**config.mk**
```make
export PLATFORM = sky130hd
export DESIGN_NAME = taillight_input_conditioner_flat
export DESIGN_NICKNAME = d
export VERILOG_FILES = /design/src/rtl/taillight_input_conditioner_if.sv /design/src/rtl/taillight_input_conditioner.sv /design/src/flat_wrapper.sv
export SDC_FILE = /design/constraint.sdc
export NUM_CORES = 1
export LEC_CHECK = 0
export CELL_PAD_IN_SITES_DETAIL_PLACEMENT = 1
export CELL_PAD_IN_SITES_GLOBAL_PLACEMENT = 1
export CORE_MARGIN = 2
export CORE_UTILIZATION = 48
export CTS_BUF_LIST = sky130_fd_sc_hd__clkbuf_8
export CTS_CLUSTER_DIAMETER = 40
export CTS_CLUSTER_SIZE = 24
export DETAILED_ROUTE_END_ITERATION = 10
export GPL_TIMING_DRIVEN = 1
export PLACE_DENSITY = 0.82
export REMOVE_ABC_BUFFERS = 1
export SYNTH_ARGS = -nofsm -noshare
export SYNTH_HDL_FRONTEND = slang
export SYNTH_SLANG_ARGS = --single-unit
```
**constraint.sdc**
```tcl
create_clock -name clk_50mhz -period 4.05 [get_ports clk_50mhz]
set_input_delay 0.81 -clock clk_50mhz [delete_from_list [all_inputs] [get_ports clk_50mhz]]
set_output_delay 0.81 -clock clk_50mhz [all_outputs]
set_load 0.005 [all_outputs]
```
**src/rtl/taillight_input_conditioner_if.sv**
```systemverilog
// Switch inputs and conditioned outputs of the taillight input conditioner.
// The slave side is the conditioner; the master side drives the raw switches.
interface taillight_input_conditioner_if;
    logic       sw_h;
    logic       sw_l;
    logic       sw_r;
    logic       clk_1hz;
    logic       tick;
    logic       H;
    logic       L;
    logic       R;
    logic [2:0] accepted; // debug view of accepted {h,l,r} before resolution

    modport master (
        output sw_h, sw_l, sw_r,
        input  clk_1hz, tick, H, L, R, accepted
    );

    modport slave (
        input  sw_h, sw_l, sw_r,
        output clk_1hz, tick, H, L, R, accepted
    );
endinterface

```
**src/rtl/taillight_input_conditioner.sv**
```systemverilog
// Synchronizes, debounces and priority-resolves hazard/left/right switches and
// produces the slow taillight clock. Debounce included when TAILLIGHT_DEBOUNCE_EN is defined.
module taillight_input_conditioner #(
    parameter int CLK_HZ          = 50_000_000,
    parameter int OUT_HZ          = 1,
    parameter int DEBOUNCE_CYCLES = 1_000_000
) (
    input  logic                          clk_50mhz,
    input  logic                          rst_n,
    taillight_input_conditioner_if.slave  bus
);
    localparam int HALF = CLK_HZ / (2 * OUT_HZ);
    localparam int CW   = (HALF > 1) ? $clog2(HALF) : 1;

    logic [2:0] sync1_q, sync2_q;
    logic [2:0] acc;

    always_ff @(posedge clk_50mhz) begin
        if (!rst_n) begin
            sync1_q <= '0;
            sync2_q <= '0;
        end else begin
            sync1_q <= {bus.sw_h, bus.sw_l, bus.sw_r};
            sync2_q <= sync1_q;
        end
    end

`ifdef TAILLIGHT_DEBOUNCE_EN
    localparam int DW = (DEBOUNCE_CYCLES > 1) ? $clog2(DEBOUNCE_CYCLES) : 1;

    logic [2:0]    acc_q, acc_d;
    logic [DW-1:0] db_cnt_q [3];
    logic [DW-1:0] db_cnt_d [3];

    // A counter only runs while the synchronized input disagrees with the accepted value.
    always_comb begin
        acc_d = acc_q;
        for (int i = 0; i < 3; i++) begin
            db_cnt_d[i] = '0;
            if (sync2_q[i] != acc_q[i]) begin
                if (db_cnt_q[i] == DW'(DEBOUNCE_CYCLES - 1))
                    acc_d[i] = sync2_q[i];
                else
                    db_cnt_d[i] = db_cnt_q[i] + 1'b1;
            end
        end
    end

    always_ff @(posedge clk_50mhz) begin
        if (!rst_n) begin
            acc_q <= '0;
            for (int i = 0; i < 3; i++) db_cnt_q[i] <= '0;
        end else begin
            acc_q <= acc_d;
            for (int i = 0; i < 3; i++) db_cnt_q[i] <= db_cnt_d[i];
        end
    end

    assign acc = acc_q;
`else
    assign acc = sync2_q;
`endif

    logic [CW-1:0] div_cnt_q, div_cnt_d;
    logic          clk_q, clk_d;
    logic          tick_q, tick_d;
    logic [2:0]    hlr_q, hlr_d;
    logic [2:0]    hlr_res;
    logic          wrap;

    // Hazard, or both turn switches at once, lights everything as hazard.
    always_comb begin
        hlr_res = {1'b0, acc[1], acc[0]};
        if (acc[2] || (acc[1] && acc[0]))
            hlr_res = 3'b100;
    end

    always_comb begin
        wrap      = (div_cnt_q == CW'(HALF - 1));
        div_cnt_d = wrap ? '0 : div_cnt_q + 1'b1;
        clk_d     = wrap ? ~clk_q : clk_q;
        tick_d    = wrap && !clk_q;
        hlr_d     = (wrap && clk_q) ? hlr_res : hlr_q;
    end

    always_ff @(posedge clk_50mhz) begin
        if (!rst_n) begin
            div_cnt_q <= '0;
            clk_q     <= 1'b0;
            tick_q    <= 1'b0;
            hlr_q     <= '0;
        end else begin
            div_cnt_q <= div_cnt_d;
            clk_q     <= clk_d;
            tick_q    <= tick_d;
            hlr_q     <= hlr_d;
        end
    end

    assign bus.clk_1hz  = clk_q;
    assign bus.tick     = tick_q;
    assign bus.H        = hlr_q[2];
    assign bus.L        = hlr_q[1];
    assign bus.R        = hlr_q[0];
    assign bus.accepted = acc;
endmodule

```
**src/flat_wrapper.sv**
```systemverilog
// flat-port wrapper written by rule: the top's interface ports become plain ports
module taillight_input_conditioner_flat 
#(
    parameter int CLK_HZ          = 50_000_000,
    parameter int OUT_HZ          = 1,
    parameter int DEBOUNCE_CYCLES = 1_000_000
)
  (clk_50mhz, rst_n, bus_sw_h, bus_sw_l, bus_sw_r, bus_clk_1hz, bus_tick, bus_H, bus_L, bus_R, bus_accepted);
  taillight_input_conditioner_if bus_i ();
  input  logic clk_50mhz;
  input  logic rst_n;
  input wire logic [$bits(bus_i.sw_h)-1:0] bus_sw_h;
  input wire logic [$bits(bus_i.sw_l)-1:0] bus_sw_l;
  input wire logic [$bits(bus_i.sw_r)-1:0] bus_sw_r;
  output wire logic [$bits(bus_i.clk_1hz)-1:0] bus_clk_1hz;
  output wire logic [$bits(bus_i.tick)-1:0] bus_tick;
  output wire logic [$bits(bus_i.H)-1:0] bus_H;
  output wire logic [$bits(bus_i.L)-1:0] bus_L;
  output wire logic [$bits(bus_i.R)-1:0] bus_R;
  output wire logic [$bits(bus_i.accepted)-1:0] bus_accepted;
  assign bus_i.sw_h = bus_sw_h;
  assign bus_i.sw_l = bus_sw_l;
  assign bus_i.sw_r = bus_sw_r;
  assign bus_clk_1hz = bus_i.clk_1hz;
  assign bus_tick = bus_i.tick;
  assign bus_H = bus_i.H;
  assign bus_L = bus_i.L;
  assign bus_R = bus_i.R;
  assign bus_accepted = bus_i.accepted;
  taillight_input_conditioner #(.CLK_HZ(CLK_HZ), .OUT_HZ(OUT_HZ), .DEBOUNCE_CYCLES(DEBOUNCE_CYCLES)) u_core (.clk_50mhz(clk_50mhz), .rst_n(rst_n), .bus(bus_i));
endmodule
```
# Word-level counts from Yosys, hierarchy flattened
# Cells that the tools add are included.
# Widths: inputs -> output; s select.
# totals
ff_bits	36
latch_bits	0
ram_bits	0
mem_bits_ro	0
word_cells	17
mem_count	0
# classes
add_sub_neg	1
multipliers	0
div_mod_pow	0
magnitude_cmp	0
n_eq_ne	1
shift	0
mux	1
n_bitwise	2
reduce_logical	6
# op_table
operator	count
$add 25x1->25 const B	1
$eq 25x25->1 const B	1
$logic_and 1x1->1	3
$mux 3	1
$not 1->1	2
$reduce_or 2->1	1
$logic_not 1->1	1
$logic_or 1x1->1	1

# Longest topological paths before layout
# depth
depth_word	3
ltp_mapped	6
ltp_nobuf	5

# Worst setup path after synthesis
# OpenSTA, ideal clock, no wires.
# synth_path
path_kind	reg-to-reg
startpoint	reg u_core.div_cnt_q[18]
endpoint	reg u_core.hlr_q[1]
setup_ps	70
arrival_ps	1769
path_slack_ps	2212
stages_incl_launch_ff	6
n_path_buf	1
path_cell_list	dfxtp_1 > nand4_1 > or4_1 > buf_2 > or4_1 > a21oi_1
# synth_via
elab_chain_len	2
# synth_rtl
element	line_no	rtl
start, declared	taillight_input_conditioner.sv:64	logic [CW-1:0] div_cnt_q, div_cnt_d;
start signal, assigned	taillight_input_conditioner.sv:93	div_cnt_q <= div_cnt_d;
$eq 25x25->1	taillight_input_conditioner.sv:79	wrap = (div_cnt_q == CW'(HALF - 1));
$logic_and 1x1->1	taillight_input_conditioner.sv:83	hlr_d = (wrap && clk_q) ? hlr_res : hlr_q;
end signal, assigned	taillight_input_conditioner.sv:96	hlr_q <= hlr_d;
end, declared	taillight_input_conditioner.sv:67	logic [2:0] hlr_q, hlr_d;
# No other way between the ends.
# A chain may end at the register's enable or synchronous reset.

# Worst setup path after layout
# layout_path
startpoint	reg u_core.sync2_q[2], in the netlist u_core.bus.accepted[2]
endpoint	out bus_accepted[2]
# layout_lines
element	line_no	rtl
start, declared	taillight_input_conditioner.sv:15	logic [2:0] sync1_q, sync2_q;
start signal, assigned	taillight_input_conditioner.sv:24	sync2_q <= sync1_q;
end, declared	flat_wrapper.sv:20	output wire logic [$bits(bus_i.accepted)-1:0] bus_accepted;
# No word-level cell between the ends.

==> impl_results.md <==
- Share of cells above drive strength 1: 0.0376
- Most common cell after layout, fill and taps aside: dfxtp_1
- Initial DRC count: approximately 60
- DRC: 0
- Clock buffer depth: 2
- Final min period: 2.02 ns
- Startpoint types: flop
- Area of the mapped netlist: 1530 um2
- Top delay family on crit path: buffers and inverters
- Slew headroom: 0.662
- Yosys top cell by area: dfxtp_1
- DIE AREA: roughly 3700 um2
- Routability congestion estimate: ~0.75
- First-pass GRT wire length: approximately 6000 um
- P per Cell Area: around 350 nW/um2
- Worst hold path type: reg2reg
- # IOs: 13
- Post-cts resize count: 0
- Post-synthesis cell count: roughly 170
- Maximum VDD drop: 0.239 mV
- Cts hold-fix bufs: 0
- Final Core Density: 0.576
- Seq/Total Area, Yosys: 0.470
- Top Layer Used: met4
- Total gr overflow: 0
- Nets: between 150 and 200
- Slowest CP cell: clkdlybuf4s50_1
- Final WL: 3470 um
- Avg Cell Area, Syn: about 8.8 um2
- Synth area leaders: dfxtp_1, or4_1, a21oi_1
- Die height: approximately 60 um
- Pre-CTS WS: between 2 and 2.5 ns
- # diodes: 0
- Synth top area share: 0.470
- Hpwl dp: between 2000 and 2500 um
- Clock latency on the worst-skew pair: around 0.29 ns
- Tot GR Track Use: 0.221
- RSZ-0062 raised after global routing: no
- Crit end category: primary output
- Area of the core: between 3000 and 4000 um2
- Clock Root Buffer: clkbuf_8
- Drt wl/cell: around 15 um
- # rows: 20
- CP required: between 3 and 4 ns
- CTS tree: done
- Pin count of the biggest net entering global routing: 25
- Cts bufs inserted: 5
- CP bufs+invs: 1
- M1 WL: around 1600 um
- Placed inst area: around 1700 um2
- Routed Antenna Nets: 0
- Cells along the critical path: clkdlybuf4s50_1
- Total of warnings raised by yosys: 0
- Routed via count: between 1000 and 1500
- Outcome: complete, no violations
- Layout area overhead: 14.7%
- Leakage power: 0.558 nW
- Most frequent cells in the layout: dfxtp_1, nor2_1, a21oi_1, clkdlybuf4s50_1
- DR pass1 iterations: 4
- Routed met3 length: roughly 110 um
- Cell Count, Final, Fillers Out: 230
- Max Cap Violations: 0
- Initial antenna violation count: 0
- Worst Slack Setup Final: between 2 and 2.5 ns
- Post-synth cell types: 26
- Post-CTS setup buffers: 0
- Critical path type: reg2out
- FMAX: roughly 490 MHz
- Minimum hold slack: approximately 0.44 ns
- Largest fanout on the critical path: 4
- #FFs+latches synth: 36
- Die Width: about 61 um
- Clk_skew: ~0.0086 ns
- Final Max Tran Viols: 0
- Crit path arrival time: about 1.2 ns
- I/O Buffers: 12
- Slowest cell delay on critical path: between 0.5 and 0.6 ns
- Setup_tns: 0 ns
- Tot Pwr: ~620 uW
- Clk slew on worst S/H paths: roughly 0.06 ns
- Deepest level of the CTS H-tree: 2
- Final Hold Viols: 0
- Vias per inst: 5.67
- Final instance area: between 1500 and 2000 um2
- Worst Max-Slew Pin Slew: between 0.4 and 0.5 ns
- Routed wl met2: 1730 um
- Setup violators final: 0
- # clock sinks: 36
- Placed Cells incl. Taps: roughly 220
- Initial Util: 0.502
- Post-route clock period utilization: 0.499
- Number of global-route vias before repair: about 1300
==> power breakdown <==
group	leakage, nW	switching [mW]	internal, mW
Clock	0.0452	0.121	0.114
Sequential	0.292	0.00446	0.359
Combinational	0.221	0.0108	0.0105
==> cell families (layout without fill, tap and decap cells) <==
group | count (synthesis) | count (layout) | synth area share
DFF | 36 | 36 | 0.470
AOI/OAI and AO/OA | 28 | 28 | 0.104
adders and majority gates | 1 | 1 | 0.00816
and+or+nand+nor | 82 | 82 | 0.302
xor gates and xnor gates | 14 | 14 | 0.0800
buffers and inverters | 13 | 25 | 0.0351
==> final cells by class <==
class,count,area [um2]
fill,364,1290
tap,44,55.1
inverter,5,18.8
clock inverter,2,8.76
timing repair buffer,13,128
sequential,36,721
clock buffer,5,68.8
multi-input combinational,125,758
==> Yosys cell counts, drive strengths merged <==
cell,number
xor2,7
nor2b,1
nor4b,1
dfxtp,36
or3,4
o21ai,6
nand2,10
ha,1
nand2b,1
nand3,8
nor2,17
clkbuf,4
nor3,2
nand4,9
or4,10
and2,7
xnor2,7
and3,1
a21oi,14
inv,5
buf,4
and3b,1
nor4,5
o31ai,8
and4,5
==> metal layers <==
layer / up-vias / global-route usage
met1: 630 / 0.265
met5: - / 0
met4: 0 / 0.0745
met3: 6 / 0.0640
met2: 17 / 0.382
li1: 651 / -
==> worst paths after layout <==
path	from	to	slack [ns]	cells past startpoint
setup / recovery	u_core.bus.accepted[2]	bus_accepted[2]	2.03	1
hold / removal	u_core.sync1_q[1]	u_core.bus.accepted[1]	0.44	1
setup reg to reg	u_core.div_cnt_q[18]	u_core.hlr_q[1]	2.03	4
hold reg to reg	u_core.sync1_q[1]	u_core.bus.accepted[1]	0.44	1
==> state kept, by name (all words and copies together), names as in the netlist <==
register / flops
u_core.bus.accepted: 3
u_core.bus.clk_1hz: 1
u_core.bus.tick: 1
u_core.div_cnt_q: 25
u_core.hlr_q: 3
u_core.sync1_q: 3
No activity file was read; power rests on OpenSTA's default activity.
